[src/rtl/pfx_pkg.sv]
// Shared definitions for the prefix-sum family (pfxsum / pfx_diff):
// FSM state encoding, default geometry and the element-slice helper.
package pfx_pkg;

  typedef enum logic [1:0] {
    IDLE = 2'd0,
    RUN  = 2'd1,
    DONE = 2'd2
  } pfx_state_e;

  localparam int PFX_IWIDTH = 8;
  localparam int PFX_V_LEN  = 8;
  localparam int PFX_LANES  = 2;

  // Low bit of element idx in a vector packed as element i at [i*width +: width].
  function automatic int pfx_elem_lsb(input int idx, input int width);
    return idx * width;
  endfunction

endpackage

[src/rtl/pfx_diff_lane.sv]
// One differencing lane: combinational subtractor, wraps modulo 2^IWIDTH.
module pfx_diff_lane #(
  parameter int IWIDTH = 8
) (
  input  logic [IWIDTH-1:0] a,
  input  logic [IWIDTH-1:0] b,
  output logic [IWIDTH-1:0] d
);

  assign d = a - b;

endmodule

[src/rtl/pfx_diff.sv]
// Prefix-sum inverter: ovec[0] = ivec[0], ovec[i] = ivec[i] - ivec[i-1], LANES elements per cycle.
// Optional macro PFX_DIFF_OUTREG_EN adds one output register stage on ovec/valid_out.
module pfx_diff
  import pfx_pkg::*;
#(
  parameter int IWIDTH = PFX_IWIDTH,
  parameter int V_LEN  = PFX_V_LEN,
  parameter int LANES  = PFX_LANES
) (
  input  logic                    clk,
  input  logic                    rst_n,
  input  logic                    valid_in,
  output logic                    ready_in,
  input  logic [IWIDTH*V_LEN-1:0] ivec,
  output logic                    valid_out,
  output logic [IWIDTH*V_LEN-1:0] ovec
);

  localparam int NSTEP = (LANES > 0) ? V_LEN / LANES : 1;
  localparam int IDXW  = (NSTEP > 1) ? $clog2(NSTEP) : 1;
  localparam int EW    = $clog2(V_LEN) + 1;
  localparam int VW    = IWIDTH * V_LEN;

  if (LANES < 1) begin : g_bad_lanes
    $error("pfx_diff: LANES must be at least 1");
  end else if (V_LEN % LANES != 0) begin : g_bad_split
    $error("pfx_diff: V_LEN must be a multiple of LANES");
  end

  pfx_state_e        state_reg, state_next;
  logic [IDXW-1:0]   idx_reg, idx_next;
  logic [VW-1:0]     cap_reg, cap_next;
  logic [VW-1:0]     ovec_reg, ovec_next;
  logic              valid_reg, valid_next;

  logic [IWIDTH-1:0] cur_elem  [LANES];
  logic [IWIDTH-1:0] prev_elem [LANES];
  logic [IWIDTH-1:0] diff_elem [LANES];
  logic [EW-1:0]     elem_idx  [LANES];
  logic [EW-1:0]     prev_idx  [LANES];

  // Every operand comes from the captured copy, including the neighbour across a lane-group edge.
  for (genvar gi = 0; gi < LANES; gi++) begin : g_lane
    assign elem_idx[gi]  = EW'(idx_reg) * EW'(LANES) + EW'(gi);
    assign prev_idx[gi]  = (elem_idx[gi] == '0) ? '0 : elem_idx[gi] - EW'(1);
    assign cur_elem[gi]  = cap_reg[pfx_elem_lsb(int'(elem_idx[gi]), IWIDTH) +: IWIDTH];
    assign prev_elem[gi] = (elem_idx[gi] == '0) ? '0 :
                           cap_reg[pfx_elem_lsb(int'(prev_idx[gi]), IWIDTH) +: IWIDTH];

    pfx_diff_lane #(.IWIDTH(IWIDTH)) u_lane (
      .a (cur_elem[gi]),
      .b (prev_elem[gi]),
      .d (diff_elem[gi])
    );
  end

  always_comb begin
    ovec_next = ovec_reg;
    if (state_reg == RUN) begin
      for (int l = 0; l < LANES; l++) begin
        ovec_next[pfx_elem_lsb(int'(elem_idx[l]), IWIDTH) +: IWIDTH] = diff_elem[l];
      end
    end
  end

`ifdef PFX_DIFF_OUTREG_EN
  // DONE lasts two cycles so ready_in waits for the extra output stage.
  logic hold_reg, hold_next;
`endif

  always_comb begin
    state_next = state_reg;
    idx_next   = idx_reg;
    cap_next   = cap_reg;
    valid_next = 1'b0;
`ifdef PFX_DIFF_OUTREG_EN
    hold_next  = hold_reg;
`endif
    case (state_reg)
      IDLE: begin
        if (valid_in) begin
          cap_next   = ivec;
          idx_next   = '0;
          state_next = RUN;
        end
      end
      RUN: begin
        if (idx_reg == IDXW'(NSTEP - 1)) begin
          idx_next   = '0;
          state_next = DONE;
        end else begin
          idx_next = idx_reg + IDXW'(1);
        end
      end
      DONE: begin
`ifdef PFX_DIFF_OUTREG_EN
        if (!hold_reg) begin
          valid_next = 1'b1;
          hold_next  = 1'b1;
        end else begin
          hold_next  = 1'b0;
          state_next = IDLE;
        end
`else
        valid_next = 1'b1;
        state_next = IDLE;
`endif
      end
      default: state_next = IDLE;
    endcase
  end

  always_ff @(posedge clk or negedge rst_n) begin
    if (!rst_n) begin
      state_reg <= IDLE;
      idx_reg   <= '0;
      cap_reg   <= '0;
      ovec_reg  <= '0;
      valid_reg <= 1'b0;
    end else begin
      state_reg <= state_next;
      idx_reg   <= idx_next;
      cap_reg   <= cap_next;
      ovec_reg  <= ovec_next;
      valid_reg <= valid_next;
    end
  end

  assign ready_in = (state_reg == IDLE);

`ifdef PFX_DIFF_OUTREG_EN
  logic [VW-1:0] ovec_q;
  logic          valid_q;

  always_ff @(posedge clk or negedge rst_n) begin
    if (!rst_n) begin
      hold_reg <= 1'b0;
      ovec_q   <= '0;
      valid_q  <= 1'b0;
    end else begin
      hold_reg <= hold_next;
      ovec_q   <= ovec_reg;
      valid_q  <= valid_reg;
    end
  end

  assign ovec      = ovec_q;
  assign valid_out = valid_q;
`else
  assign ovec      = ovec_reg;
  assign valid_out = valid_reg;
`endif

endmodule

[config.mk]
export PLATFORM = sky130hd
export DESIGN_NAME = pfx_diff
export DESIGN_NICKNAME = d
export VERILOG_FILES = /design/src/rtl/pfx_pkg.sv /design/src/rtl/pfx_diff_lane.sv /design/src/rtl/pfx_diff.sv
export SDC_FILE = /design/constraint.sdc
export NUM_CORES = 1
export LEC_CHECK = 0
export CAP_MARGIN = 20
export CELL_PAD_IN_SITES_DETAIL_PLACEMENT = 0
export CELL_PAD_IN_SITES_GLOBAL_PLACEMENT = 1
export CORE_MARGIN = 4
export CORE_UTILIZATION = 45
export CTS_CLUSTER_SIZE = 24
export DETAILED_ROUTE_END_ITERATION = 6
export GPL_TIMING_DRIVEN = 1
export PLACE_DENSITY_LB_ADDON = 0.1
export SKIP_CTS_REPAIR_TIMING = 1
export SYNTH_ARGS = -nofsm -noshare
export SYNTH_HDL_FRONTEND = slang
export SYNTH_HIERARCHICAL = 1
export SYNTH_SLANG_ARGS = --single-unit
[constraint.sdc]
create_clock -name clk -period 7.62 [get_ports clk]
set_clock_uncertainty 0.05 [all_clocks]
set_input_delay 2.286 -clock clk [delete_from_list [all_inputs] [get_ports clk]]
set_output_delay 2.286 -clock clk [all_outputs]
set_load 0.05 [all_outputs]
# == Word level (Yosys, flattened, before mapping) ==
# Cells that the tools add are included.
# W data, S select, Z words.
# classes
shifts,8
addsub,8
eq_ne,5
n_reduce_logical,7
n_mux,13
# ops
op,count
$shiftx A64 B8 Y8,3
$bwmux W64,2
$shift A8 B33 Y64 const A,2
$shiftx A8 B33 Y64,2
$shiftx A64 B7 Y8,1
$neg A6 Y33,1
$neg A7 Y33,1
$mux W8,2
$sub A8 B8 Y8,2
$logic_not A4 Y1,2
$mux W2,4
$mux W4,2
$pmux W2 S2,2
$reduce_and A2 Y1,3
$add A3 B1 Y4 const B,1
$eq A2 B2 Y1 const B,2
$sub A3 B1 Y4 const B,1
$sub A4 B1 Y4 const B,1
$add A2 B1 Y2 const B,1
$eq A2 B1 Y1 const B,1
$logic_not A2 Y1,1
$ne A2 B1 Y1 const B,1
$ne A2 B2 Y1 const B,1
$reduce_bool A2 Y1,1
$mux W1,1
# totals
register_bits,133
output_inout_bits,66
inputBits,67
wordCells,46

# == Depth between registers and ports, before layout ==
# Gate-level depths: netlist (run 1).
# depth
depth_word,8
mapped_depth,17
mapped_depth_nobuf,14

# == Hierarchy ==
# The synthesis (run 1) kept the hierarchy.
# by_module_without_submodules
module,seq_area_each_um2,instances,cells_per_inst,area_per_inst_um2
pfx_diff,3328.2,1,456,6040.8
pfx_diff_lane,0.0,2,43,331.6

# == Least setup slack after synthesis (run 1) ==
# No wires, ideal clock.
# synth_timing
path_type,reg2reg
startpoint,register idx_reg[0]
endpoint,register ovec_reg[55] (netlist: ovec[55])
required_ps,7487
t_arrival_ps,3387
stages_incl_launch_ff,17
slack_ps,4100
synth_period_minus_slack_ps,3520
setup_ps,83
path_buffers,3
path_cell_list,dfrtp_1 > buf_2 > inv_1 > ha_1 > buf_4 > buf_4 > mux4_2 > mux2i_1 > nor2_1 > inv_1 > ha_1 > o211ai_2 > a21oi_2 > or3_1 > a31oi_1 > nand2_1 > o21ai_0
# synth_rtl
element,line_no,source
from (decl),pfx_diff.sv:31,"logic [IDXW-1:0] idx_reg, idx_next;"
from (signal assigned),pfx_diff.sv:122,idx_reg <= idx_next;
to (signal assigned),pfx_diff.sv:124,ovec_reg <= ovec_next;
to (decl),pfx_diff.sv:33,"logic [VW-1:0] ovec_reg, ovec_next;"

# == Worst setup path in the final report (run 1) ==
# layout_timing
startpoint,register state_reg[0]
endpoint,output port ready_in
# layout_between
elab_chain_len,1
# layout_lines
element,line_no,source
from (decl),pfx_diff.sv:30,"pfx_state_e state_reg, state_next;"
from (signal assigned),pfx_diff.sv:121,state_reg <= state_next;
$logic_not A2 Y1,pfx_diff.sv:129,assign ready_in = (state_reg == IDLE);
to (decl),pfx_diff.sv:13,"output logic ready_in,"
# No other way between the ends.

==> metrics.md, run 1 <==
| Metric | Value |
|---|---|
| Result of the run | complete, no violations |
| Source of the worst register-to-register timing path | idx_reg[0] |
| Nets | between 700 and 800 |
| Proportion of synthesized flip-flops having asynchronous set or reset | 100.0% |
| TNS Setup | 0 ns |
| Global-route wire length before repair | around 26000 um |
| Detailed router's first-iteration violation count | about 190 |
| Die H | 130.1 um |
| Maximum capacitance violations | 0 |
| Root buffer cell | sky130_fd_sc_hd__clkbuf_16 |
| Worst EP arrival | approximately 2.0 ns |
| Full die area | approximately 0.017 sq mm |
| CP startpoint kind | register |
| Final setup violation count | 0 |
| Type of the worst setup path | reg2out |
| Top cells by instance count after synthesis | 133 x sky130_fd_sc_hd__dfrtp_1, 81 x sky130_fd_sc_hd__nand2_1, 66 x sky130_fd_sc_hd__mux2_2, 41 x sky130_fd_sc_hd__o21ai_0, 29 x sky130_fd_sc_hd__mux4_2 |
| Drt via density | between 5 and 6 |
| Effective utilization at floorplan | around 46% |
| Final weighted congestion in routability-driven placement | roughly 0.8 |
| Crit path capture type | primary output |
| Number of enable flip-flop cells after synthesis | 0 |
| Top achievable clock speed | between 200 and 250 MHz |
| Placed standard-cell area | ~0.008 sq mm |
| Total clock sinks | between 100 and 150 |
| IO Pins | about 130 |
| Antenna violations before repair | 0 |
| Router iterations before antenna repair | 4 |
| Global Route Usage Sum | around a fifth |
| Count of final hold-check violations | 0 |
| DRC | 0 |
| Post-Syn Instances | roughly 540 |
| Synthesized area | 0.006704 sq mm |
| Synth Warn # | 6 |
| Routed wire length per instance | ~18 um |
| Pin count of the biggest net entering global routing | 69 |
| Setup repair after global routing missed its margin | false |
| Max Buffers Root-to-Sink | 2 |
| Hold slack final | around 0.43 ns |
| Register-to-Register Setup Slack | about 3.6 ns |
| CP Data Required Time | 5.28 ns |
| Overflow after GRT | 0 |
| Number of nets with antenna violations after routing | 0 |
| Register area | about 0.0033 sq mm |
| Post-synth top flop | sky130_fd_sc_hd__dfrtp_1 |
| Net count of the mapped netlist | 633 |
| FF-to-FF path depth | 14 |
| Row count | 44 |
| Sequential element share of the synthesized area | 49.65% |
| P&R area growth vs syn | 30.46% |
| Post-synthesis register bit count | 133 |
| Fillers | about 1200 |
| Worst slew pin tran | a little under 0.9 ns |
| N_diodes | 0 |
| Maximum fanout encountered on the critical timing path | 11 |
| Share of the synthesized area in the top cell type | roughly 50% |
| Insertion delay to the later sink of the worst-skew pair | roughly 0.42 ns |
| TritonCTS clock tree | yes |
| Multi-input gate area in the final layout | between 0.003 and 0.004 sq mm |
| H-Tree Depth | 4 |
| Crit path time final | between 4 and 5 ns |
| Total of buffers placed on input and output ports | roughly 130 |
| Total Routed Length | between 15000 and 20000 um |
| Clock slew at reported path FFs | approximately 0.060 ns |
| CTS buffer count | 17 |
| Number of pins exceeding their max-slew limit in the final report | 0 |
| Cell area after layout | approximately 0.0087 sq mm |
| Floorplan core area | roughly 0.015 sq mm |
| Critical Path End | ready_in |
| Final core utilization | approximately three fifths |
| Area contributors post-synth | sky130_fd_sc_hd__dfrtp_1 50%, sky130_fd_sc_hd__mux2_2 11%, sky130_fd_sc_hd__mux4_2 9.7% |
| Endpoint of the worst-slack reg-to-reg timing path | ovec[54] |
| Total number of vias | approximately 4600 |
| Launching element of the worst setup path | state_reg[0] |
| Floorplan die width | ~130 um |
| Period utilisation layout | a little under three fifths |
| Vias in the first global route | roughly 4900 |
| Average size of a mapped cell | 12.37 sq um |
| Post-synth top area cell | sky130_fd_sc_hd__dfrtp_1 |
| Half-perimeter wire length after placement | 11570 um |
| Min-delay worst type | reg2reg |
| Distinct cell type count of the synthesized netlist | 42 |
| Slew headroom | between 40% and 50% |
| Cell with the most instances after synthesis | sky130_fd_sc_hd__dfrtp_1 |
| Share of post-route cells with drive strength above 1 | 20.50% |
[through the flow]
stage	setup WS [ns]	cells
after floorplan	4.100	542
after global placement	3.192	834
after detailed placement	3.414	835
after CTS	3.230	867
after global routing	3.177	867
final	3.287	867
[layout by cell type (no fill, tap or decap), types with 3 or more instances in the layout]
| cell | synthesis | final |
|---|---|---|
| sky130_fd_sc_hd__a211oi_1 | 3 | 3 |
| sky130_fd_sc_hd__a21oi_1 | 6 | 6 |
| sky130_fd_sc_hd__dfrtp_1 | 133 | 133 |
| sky130_fd_sc_hd__mux2_2 | 66 | 66 |
| sky130_fd_sc_hd__a31oi_1 | 4 | 4 |
| sky130_fd_sc_hd__clkbuf_16 | 0 | 17 |
| sky130_fd_sc_hd__mux4_2 | 29 | 29 |
| sky130_fd_sc_hd__nor2b_1 | 3 | 3 |
| sky130_fd_sc_hd__clkdlybuf4s50_1 | 0 | 131 |
| sky130_fd_sc_hd__clkinv_2 | 0 | 3 |
| sky130_fd_sc_hd__a21o_1 | 6 | 6 |
| sky130_fd_sc_hd__xnor2_1 | 10 | 10 |
| sky130_fd_sc_hd__nand3b_1 | 6 | 6 |
| sky130_fd_sc_hd__buf_4 | 3 | 5 |
| sky130_fd_sc_hd__bufinv_16 | 0 | 3 |
| sky130_fd_sc_hd__ha_1 | 22 | 22 |
| sky130_fd_sc_hd__inv_1 | 22 | 22 |
| sky130_fd_sc_hd__a22o_1 | 26 | 26 |
| sky130_fd_sc_hd__nor2_1 | 15 | 15 |
| sky130_fd_sc_hd__o21ai_0 | 41 | 41 |
| sky130_fd_sc_hd__o21bai_1 | 3 | 3 |
| sky130_fd_sc_hd__mux2i_1 | 9 | 9 |
| sky130_fd_sc_hd__nand2_1 | 81 | 81 |
| sky130_fd_sc_hd__clkbuf_1 | 8 | 6 |
[worst max-delay path, cell delays in order (launching register included)]
cell and delay, ns:
sky130_fd_sc_hd__dfrtp_1 0.50, sky130_fd_sc_hd__nor2_1 0.24, sky130_fd_sc_hd__clkdlybuf4s50_1 0.84
[final cells by class]
class / count / share of cell area, %
Timing Repair Buffer: 137 / 15.74
Inverter: 22 / 0.9442
Tap cell: 184 / 2.632
Sequential cell: 133 / 38.05
Clock buffer: 23 / 5.122
Clock inverter: 9 / 1.474
Multi-Input combinational cell: 359 / 36.04
[per-layer routing]
layer | up-vias | global-route usage [%] | routed length, um
met1 | 2321 | 26.64 | 7085
li1 | 2194 | - | -
met3 | 19 | 4.216 | 599
met2 | 110 | 33.46 | 7983
met4 | 0 | 6.296 | 238
met5 | - | 0 | 0
[worst min path at each step]
stage | end | start | slack, ns | cells after the start
2_1_floorplan | cap_reg[39] | cap_reg[39] | 0.43 | 1
3_3_place_gp | ovec[51] | ovec[51] | 0.41 | 2
3_5_place_dp | ovec[17] | ovec[17] | 0.42 | 2
4_1_cts | ovec[17] | ovec[17] | 0.43 | 2
5_1_grt | ovec[63] | ovec[63] | 0.45 | 2
6_report | ovec[42] | ovec[42] | 0.43 | 2
[logic make-up after synthesis]
family	synth area share, %
AOI/OAI and AO/OA	9.929
xor gates and xnor gates	1.568
adders and majority gates	4.703
buffers and inverters	3.359
DFF	49.65
muxes	22.17
and+or+nand+nor	8.622
Power of run 1 is left out: the tool's default activity adds up to more than one toggle a clock period on the data nets, which glitch-free logic cannot reach.
==> run 2, diff against run 1 <==
Settings changed: CORE_UTILIZATION 45 to 42.
Clock period 7.62 ns to 4.03 ns, I/O delays scaled along.
==> metrics.md, run 2 (synthesized netlist as in run 1, its figures left out) <==
| Metric | Value |
|---|---|
| N_diodes | 0 (unchanged) |
| Min-delay worst type | reg2reg (unchanged) |
| Post-layout instance count excluding filler cells | 898 (was 867) |
| Router iterations before antenna repair | 5 (was 4) |
| Vias in the first global route | 4869 (was 4876) |
| Multi-input gate area in the final layout | 0.003152 sq mm (unchanged) |
| P&R area growth vs syn | 30.98% (was 30.46%) |
| Uppermost metal layer occupied by signal nets | met4 (unchanged) |
| Total of buffers placed on input and output ports | 132 (unchanged) |
| Count of final hold-check violations | 0 (unchanged) |
| Delay of the slowest critical-path stage | 0.55 ns (was 0.84 ns) |
| Effective utilization at floorplan | 43.45% (was 45.95%) |
| Total number of vias | 4656 (was 4644) |
| Max Buffers Root-to-Sink | 2 (unchanged) |
| Number of pins exceeding their max-slew limit in the final report | 0 (unchanged) |
| Total Routed Length | 16760 um (was 15910 um) |
| Floorplan core area | 0.01543 sq mm (was 0.01459 sq mm) |
| Post-route worst setup slack | 0.5450 ns (was 3.287 ns) |
| CP cell instances | inv_1, ha_1, buf_4, mux4_2, mux2i_1, nor2_1, ha_1, inv_1, fa_1, a211oi_1, o21bai_1, a21oi_1, xnor2_1, nand2_1, o21ai_0 (was nor2_1, clkdlybuf4s50_1) |
| DRC | 0 (unchanged) |
| Worst EP arrival | 3.76 ns (was 2.00 ns) |
| Root buffer cell | sky130_fd_sc_hd__clkbuf_16 (unchanged) |
| Overflow after GRT | 0 (unchanged) |
| Routed wire length per instance | 18.66 um (was 18.35 um) |
| H-Tree Depth | 4 (unchanged) |
| Share of post-route cells with drive strength above 1 | 21.40% (was 20.50%) |
| Delay-heaviest family, CP | multiplexers (was buffers and inverters) |
| Crit path capture type | register (was primary output) |
| Met1 Routed Length | 7699 um (was 7085 um) |
| Drt via density | 5.185 (was 5.356) |
| Fillers | 1353 (was 1186) |
| Register area | 0.003328 sq mm (unchanged) |
| Insertion delay to the later sink of the worst-skew pair | 0.42 ns (about the same) |
| CTS buffer count | 17 (unchanged) |
| Result of the run | complete, no violations (unchanged) |
| Global-route wire length before repair | 27200 um (was 25990 um) |
| Floorplan die width | 134.3 um (was 130.1 um) |
| Number of nets with antenna violations after routing | 0 (unchanged) |
| Nets | 765 (was 761) |
| Final weighted congestion in routability-driven placement | 0.8257 (was 0.7837) |
| TNS Setup | 0 ns (unchanged) |
| Met3 routed WL | 740 um (was 599 um) |
| Global Route Usage Sum | 19.45% (was 20.13%) |
| CP Data Required Time | 4.31 ns (was 5.28 ns) |
| Clock slew at reported path FFs | 0.06 ns (about the same) |
| Buf/Inv on CP | 3 (was 1) |
| Type of the worst setup path | reg2reg (was reg2out) |
| Maximum capacitance violations | 0 (unchanged) |
| Detailed-routed wire length on met2 | 8132 um (was 7983 um) |
| Worst slew pin tran | 0.6408 ns (was 0.8731 ns) |
| Launching element of the worst setup path | idx_reg[0] (was state_reg[0]) |
| Row count | 45 (was 44) |
| Dpl ws | 0.5464 ns (was 3.414 ns) |
| Setup repair after global routing missed its margin | false (unchanged) |
| Total clock sinks | 133 (unchanged) |
| Die H | 134.3 um (was 130.1 um) |
| Highest-count cells in the layout ignoring fill and taps | 133 x sky130_fd_sc_hd__dfrtp_1, 131 x sky130_fd_sc_hd__clkdlybuf4s50_1, 81 x sky130_fd_sc_hd__nand2_1 (unchanged) |
| Slew headroom | 56.97% (was 41.79%) |
| Placed instance count | 866 (was 835) |
| Pin count of the biggest net entering global routing | 67 (was 69) |
| Antenna violations before repair | 0 (unchanged) |
| Source of the worst register-to-register timing path | idx_reg[0] (unchanged) |
| Final setup violation count | 0 (unchanged) |
| IO Pins | 133 (unchanged) |
| Period utilisation layout | between 80% and 90% |
| Half-perimeter wire length after placement | 12460 um (was 11570 um) |
| TritonCTS clock tree | yes (unchanged) |
| Most common library cell in the layout ignoring fill and taps | sky130_fd_sc_hd__dfrtp_1 (unchanged) |
| CP max stage cell | sky130_fd_sc_hd__mux4_2 (was sky130_fd_sc_hd__clkdlybuf4s50_1) |
| Full die area | 0.01805 sq mm (was 0.01691 sq mm) |
| Maximum fanout encountered on the critical timing path | 18 (was 11) |
| Detailed router's first-iteration violation count | 252 (was 193) |
| Crit path time final | 3.485 ns |
| CP startpoint kind | register (unchanged) |
| Top achievable clock speed | between 200 and 300 MHz |
| Launch point of the worst hold path | ovec[16] (was ovec[42]) |
run 2: stage by stage:
step	hold slack (ns)	utilization [%]	cell area, sq um
CTS	0.4326	56.92	8781
global route	0.4587	56.92	8781
finish	0.4230	56.92	8781
floorplan	0.4252	-	6704
detailed placement	0.4198	53.32	8225
global placement	0.4120	53.32	8225
run 2: final timing paths:
check                      cells after the start  slack (ns)     endpoint
max                                           15        0.55     ovec[54]
min                                            2        0.42     ovec[16]
max reg2reg                                   15        0.55     ovec[54]
min reg2reg                                    2        0.42     ovec[16]
max in group asynchronous                      2        2.40  cap_reg[49]
min in group asynchronous                      1        0.71     ovec[47]
run 2: layout make-up:
type	instances	area share [%]
well taps	211	3.007
clock inverters	9	0.8834
clock buffers	23	5.443
repair buffers	141	15.93
multi-input cells	359	35.89
inverters	22	0.9404
flip-flops and latches	133	37.90
run 2: worst reg2reg max path, stage by stage, from the launching register on:
cell	delay, ns
sky130_fd_sc_hd__dfrtp_1	0.39
sky130_fd_sc_hd__inv_1	0.14
sky130_fd_sc_hd__ha_1	0.17
sky130_fd_sc_hd__buf_4	0.30
sky130_fd_sc_hd__mux4_2	0.55
sky130_fd_sc_hd__mux2i_1	0.15
sky130_fd_sc_hd__nor2_1	0.07
sky130_fd_sc_hd__ha_1	0.22
sky130_fd_sc_hd__inv_1	0.07
sky130_fd_sc_hd__fa_1	0.24
sky130_fd_sc_hd__a211oi_1	0.11
sky130_fd_sc_hd__o21bai_1	0.15
sky130_fd_sc_hd__a21oi_1	0.10
sky130_fd_sc_hd__xnor2_1	0.44
sky130_fd_sc_hd__nand2_1	0.09
sky130_fd_sc_hd__o21ai_0	0.16
run 2: per-layer routing:
metal  vias up  global-route usage [%]
met5         -                       0
met4         0                   5.826
met3        12                   4.276
met2       126                   30.78
met1      2303                   27.04
li1       2215                       -
Power of run 2 is left out for the same reason.
==> run 3, diff against run 2 <==
Settings changed: CORE_MARGIN 4 to 5, CTS_CLUSTER_SIZE 24 to 20.
==> metrics.md, run 3 (synthesized netlist as in run 1, its figures left out) <==
| Metric | Value |
|---|---|
| Final setup violation count | 0 (unchanged) |
| Maximum fanout encountered on the critical timing path | 28 (was 18) |
| H-Tree Depth | 4 (unchanged) |
| Delay of the slowest critical-path stage | 0.42 ns (was 0.55 ns) |
| Endpoint of the worst-slack reg-to-reg timing path | ovec[54] (unchanged) |
| Period utilisation layout | 86.16% (was 86.48%) |
| Top achievable clock speed | 288.0 MHz (was 286.9 MHz) |
| CP Data Required Time | 4.30 ns (was 4.31 ns) |
| Launching element of the worst setup path | idx_reg[0] (unchanged) |
| Insertion delay to the later sink of the worst-skew pair | 0.42 ns (about the same) |
| Router iterations before antenna repair | 4 (was 5) |
| Final weighted congestion in routability-driven placement | 0.8120 (was 0.8257) |
| Delay-heaviest family, CP | adder cells (was multiplexers) |
| CP max stage cell | sky130_fd_sc_hd__fa_1 (was sky130_fd_sc_hd__mux4_2) |
| Highest-count cells in the layout ignoring fill and taps | 133 x sky130_fd_sc_hd__dfrtp_1, 131 x sky130_fd_sc_hd__clkdlybuf4s50_1, 81 x sky130_fd_sc_hd__nand2_1 (unchanged) |
| Nets | 764 (was 765) |
| Total number of vias | 4655 (was 4656) |
| Register-to-Register Setup Slack | 0.56 ns (was 0.55 ns) |
| Maximum capacitance violations | 0 (unchanged) |
| Number of pins exceeding their max-slew limit in the final report | 0 (unchanged) |
| Buf/Inv on CP | 3 (unchanged) |
| Crit path time final | 3.472 ns (was 3.485 ns) |
| Met2 GRT Util | 31.34% (was 30.78%) |
| Dpl ws | 0.5405 ns (was 0.5464 ns) |
| Full die area | 0.01859 sq mm (was 0.01805 sq mm) |
| Min-delay worst type | reg2reg (unchanged) |
| Setup repair after global routing missed its margin | false (unchanged) |
| Root buffer cell | sky130_fd_sc_hd__clkbuf_16 (unchanged) |
| Post-layout instance count excluding filler cells | 902 (was 898) |
| Post-route worst setup slack | 0.5579 ns (was 0.5450 ns) |
| Source of the worst register-to-register timing path | idx_reg[0] (unchanged) |
| TNS Setup | 0 ns (unchanged) |
| Slew headroom | 51.28% (was 56.97%) |
| TritonCTS clock tree | yes (unchanged) |
| Crit path capture type | register (unchanged) |
| CTS buffer count | 17 (unchanged) |
| Global-route wire length before repair | 27210 um (was 27200 um) |
| Met1 GRT Util | 25.71% (was 27.04%) |
| Vias in the first global route | 4982 (was 4869) |
| Half-perimeter wire length after placement | 12550 um (was 12460 um) |
| Result of the run | complete, no violations (unchanged) |
| Busiest layer in global routing | met2 (unchanged) |
| Type of the worst setup path | reg2reg (unchanged) |
| DRC | 0 (unchanged) |
| Placed instance count | 870 (was 866) |
| Fillers | 1412 (was 1353) |
| Worst slew pin tran | 0.7274 ns (was 0.6408 ns) |
| Global Route Usage Sum | 19.24% (was 19.45%) |
| Register area | 0.003328 sq mm (unchanged) |
| Cell area after layout | 0.008857 sq mm (was 0.008781 sq mm) |
| Count of final hold-check violations | 0 (unchanged) |
| Floorplan die width | 136.3 um (was 134.3 um) |
| Total Routed Length | 16670 um (was 16760 um) |
| Critical Path End | ovec[54] (unchanged) |
| Worst EP arrival | 3.75 ns (was 3.76 ns) |
| Detailed router's first-iteration violation count | 171 (was 252) |
| Max Buffers Root-to-Sink | 2 (unchanged) |
| Most common library cell in the layout ignoring fill and taps | sky130_fd_sc_hd__dfrtp_1 (unchanged) |
| N_diodes | 0 (unchanged) |
| Instance count on the critical path | 15 (unchanged) |
| Row count | 46 (was 45) |
| P&R area growth vs syn | 32.12% (was 30.98%) |
| Total clock sinks | 133 (unchanged) |
| Met3 capacity usage during global routing | 4.589% (was 4.276%) |
| Multi-input gate area in the final layout | 0.003152 sq mm (unchanged) |
| IO Pins | 133 (unchanged) |
| Placed standard-cell area | 0.008237 sq mm (was 0.008225 sq mm) |
| Die H | 136.3 um (was 134.3 um) |
| Floorplan core area | 0.01577 sq mm (was 0.01543 sq mm) |
| Antenna violations before repair | 0 (unchanged) |
| Routed wire length per instance | 18.48 um (was 18.66 um) |
| Overflow after GRT | 0 (unchanged) |
| Pin count of the biggest net entering global routing | 69 (was 67) |
| Share of post-route cells with drive strength above 1 | 21.57% (was 21.40%) |
| Total of buffers placed on input and output ports | 132 (unchanged) |
| Effective utilization at floorplan | 42.51% (was 43.45%) |
| CP cell instances | buf_4, ha_1, buf_4, mux4_2, mux2i_1, nor2_1, ha_1, inv_1, fa_1, a211oi_1, o21bai_1, a21oi_1, xnor2_1, nand2_1, o21ai_0 (was inv_1, ha_1, buf_4, mux4_2, mux2i_1, nor2_1, ha_1, inv_1, fa_1, a211oi_1, o21bai_1, a21oi_1, xnor2_1, nand2_1, o21ai_0) |
| Number of nets with antenna violations after routing | 0 (unchanged) |
| FF-to-FF path depth | 15 (unchanged) |
| Clock slew at reported path FFs | 0.05 ns (was 0.06 ns) |
| Drt via density | 5.161 (was 5.185) |
| CP startpoint kind | register (unchanged) |
-- run 3: worst min-delay path by stage --
stage,start,endpoint,slack (ns),cells past startpoint
finish,ovec[50],ovec[50],0.42,2
CTS,ovec[50],ovec[50],0.43,2
global placement,ovec[26],ovec[26],0.41,2
detailed placement,ovec[50],ovec[50],0.42,2
floorplan,cap_reg[39],cap_reg[39],0.43,1
global route,ovec[45],ovec[45],0.45,2
-- run 3: worst register-to-register path, stage by stage, from the launching register on --
cell	delay (ns)
sky130_fd_sc_hd__dfrtp_1	0.35
sky130_fd_sc_hd__buf_4	0.39
sky130_fd_sc_hd__ha_1	0.22
sky130_fd_sc_hd__buf_4	0.24
sky130_fd_sc_hd__mux4_2	0.25
sky130_fd_sc_hd__mux2i_1	0.07
sky130_fd_sc_hd__nor2_1	0.09
sky130_fd_sc_hd__ha_1	0.18
sky130_fd_sc_hd__inv_1	0.05
sky130_fd_sc_hd__fa_1	0.42
sky130_fd_sc_hd__a211oi_1	0.24
sky130_fd_sc_hd__o21bai_1	0.12
sky130_fd_sc_hd__a21oi_1	0.19
sky130_fd_sc_hd__xnor2_1	0.27
sky130_fd_sc_hd__nand2_1	0.09
sky130_fd_sc_hd__o21ai_0	0.17
-- run 3: area by class of cell --
type | count | area share, %
clock buffer | 21 | 5.311
clock inverter | 11 | 1.695
multi-input combinational | 359 | 35.58
sequential | 133 | 37.58
timing repair buffer | 140 | 15.85
tap | 216 | 3.051
inverter | 22 | 0.9323
-- run 3: metrics by stage --
stage | utilization, % | hold slack [ns]
2_1_floorplan | - | 0.4252
3_3_place_gp | 52.23 | 0.4142
3_5_place_dp | 52.23 | 0.4177
4_1_cts | 56.16 | 0.4305
5_1_grt | 56.16 | 0.4517
6_report | 56.16 | 0.4223
-- run 3: routing by layer --
layer  vias to the layer above  share of wire [%]
li1                       2217                  -
met5                         -                  0
met3                        18                4.4
met1                      2312                 44
met2                       108                 50
met4                         0                1.6
Power of run 3 is left out for the same reason.
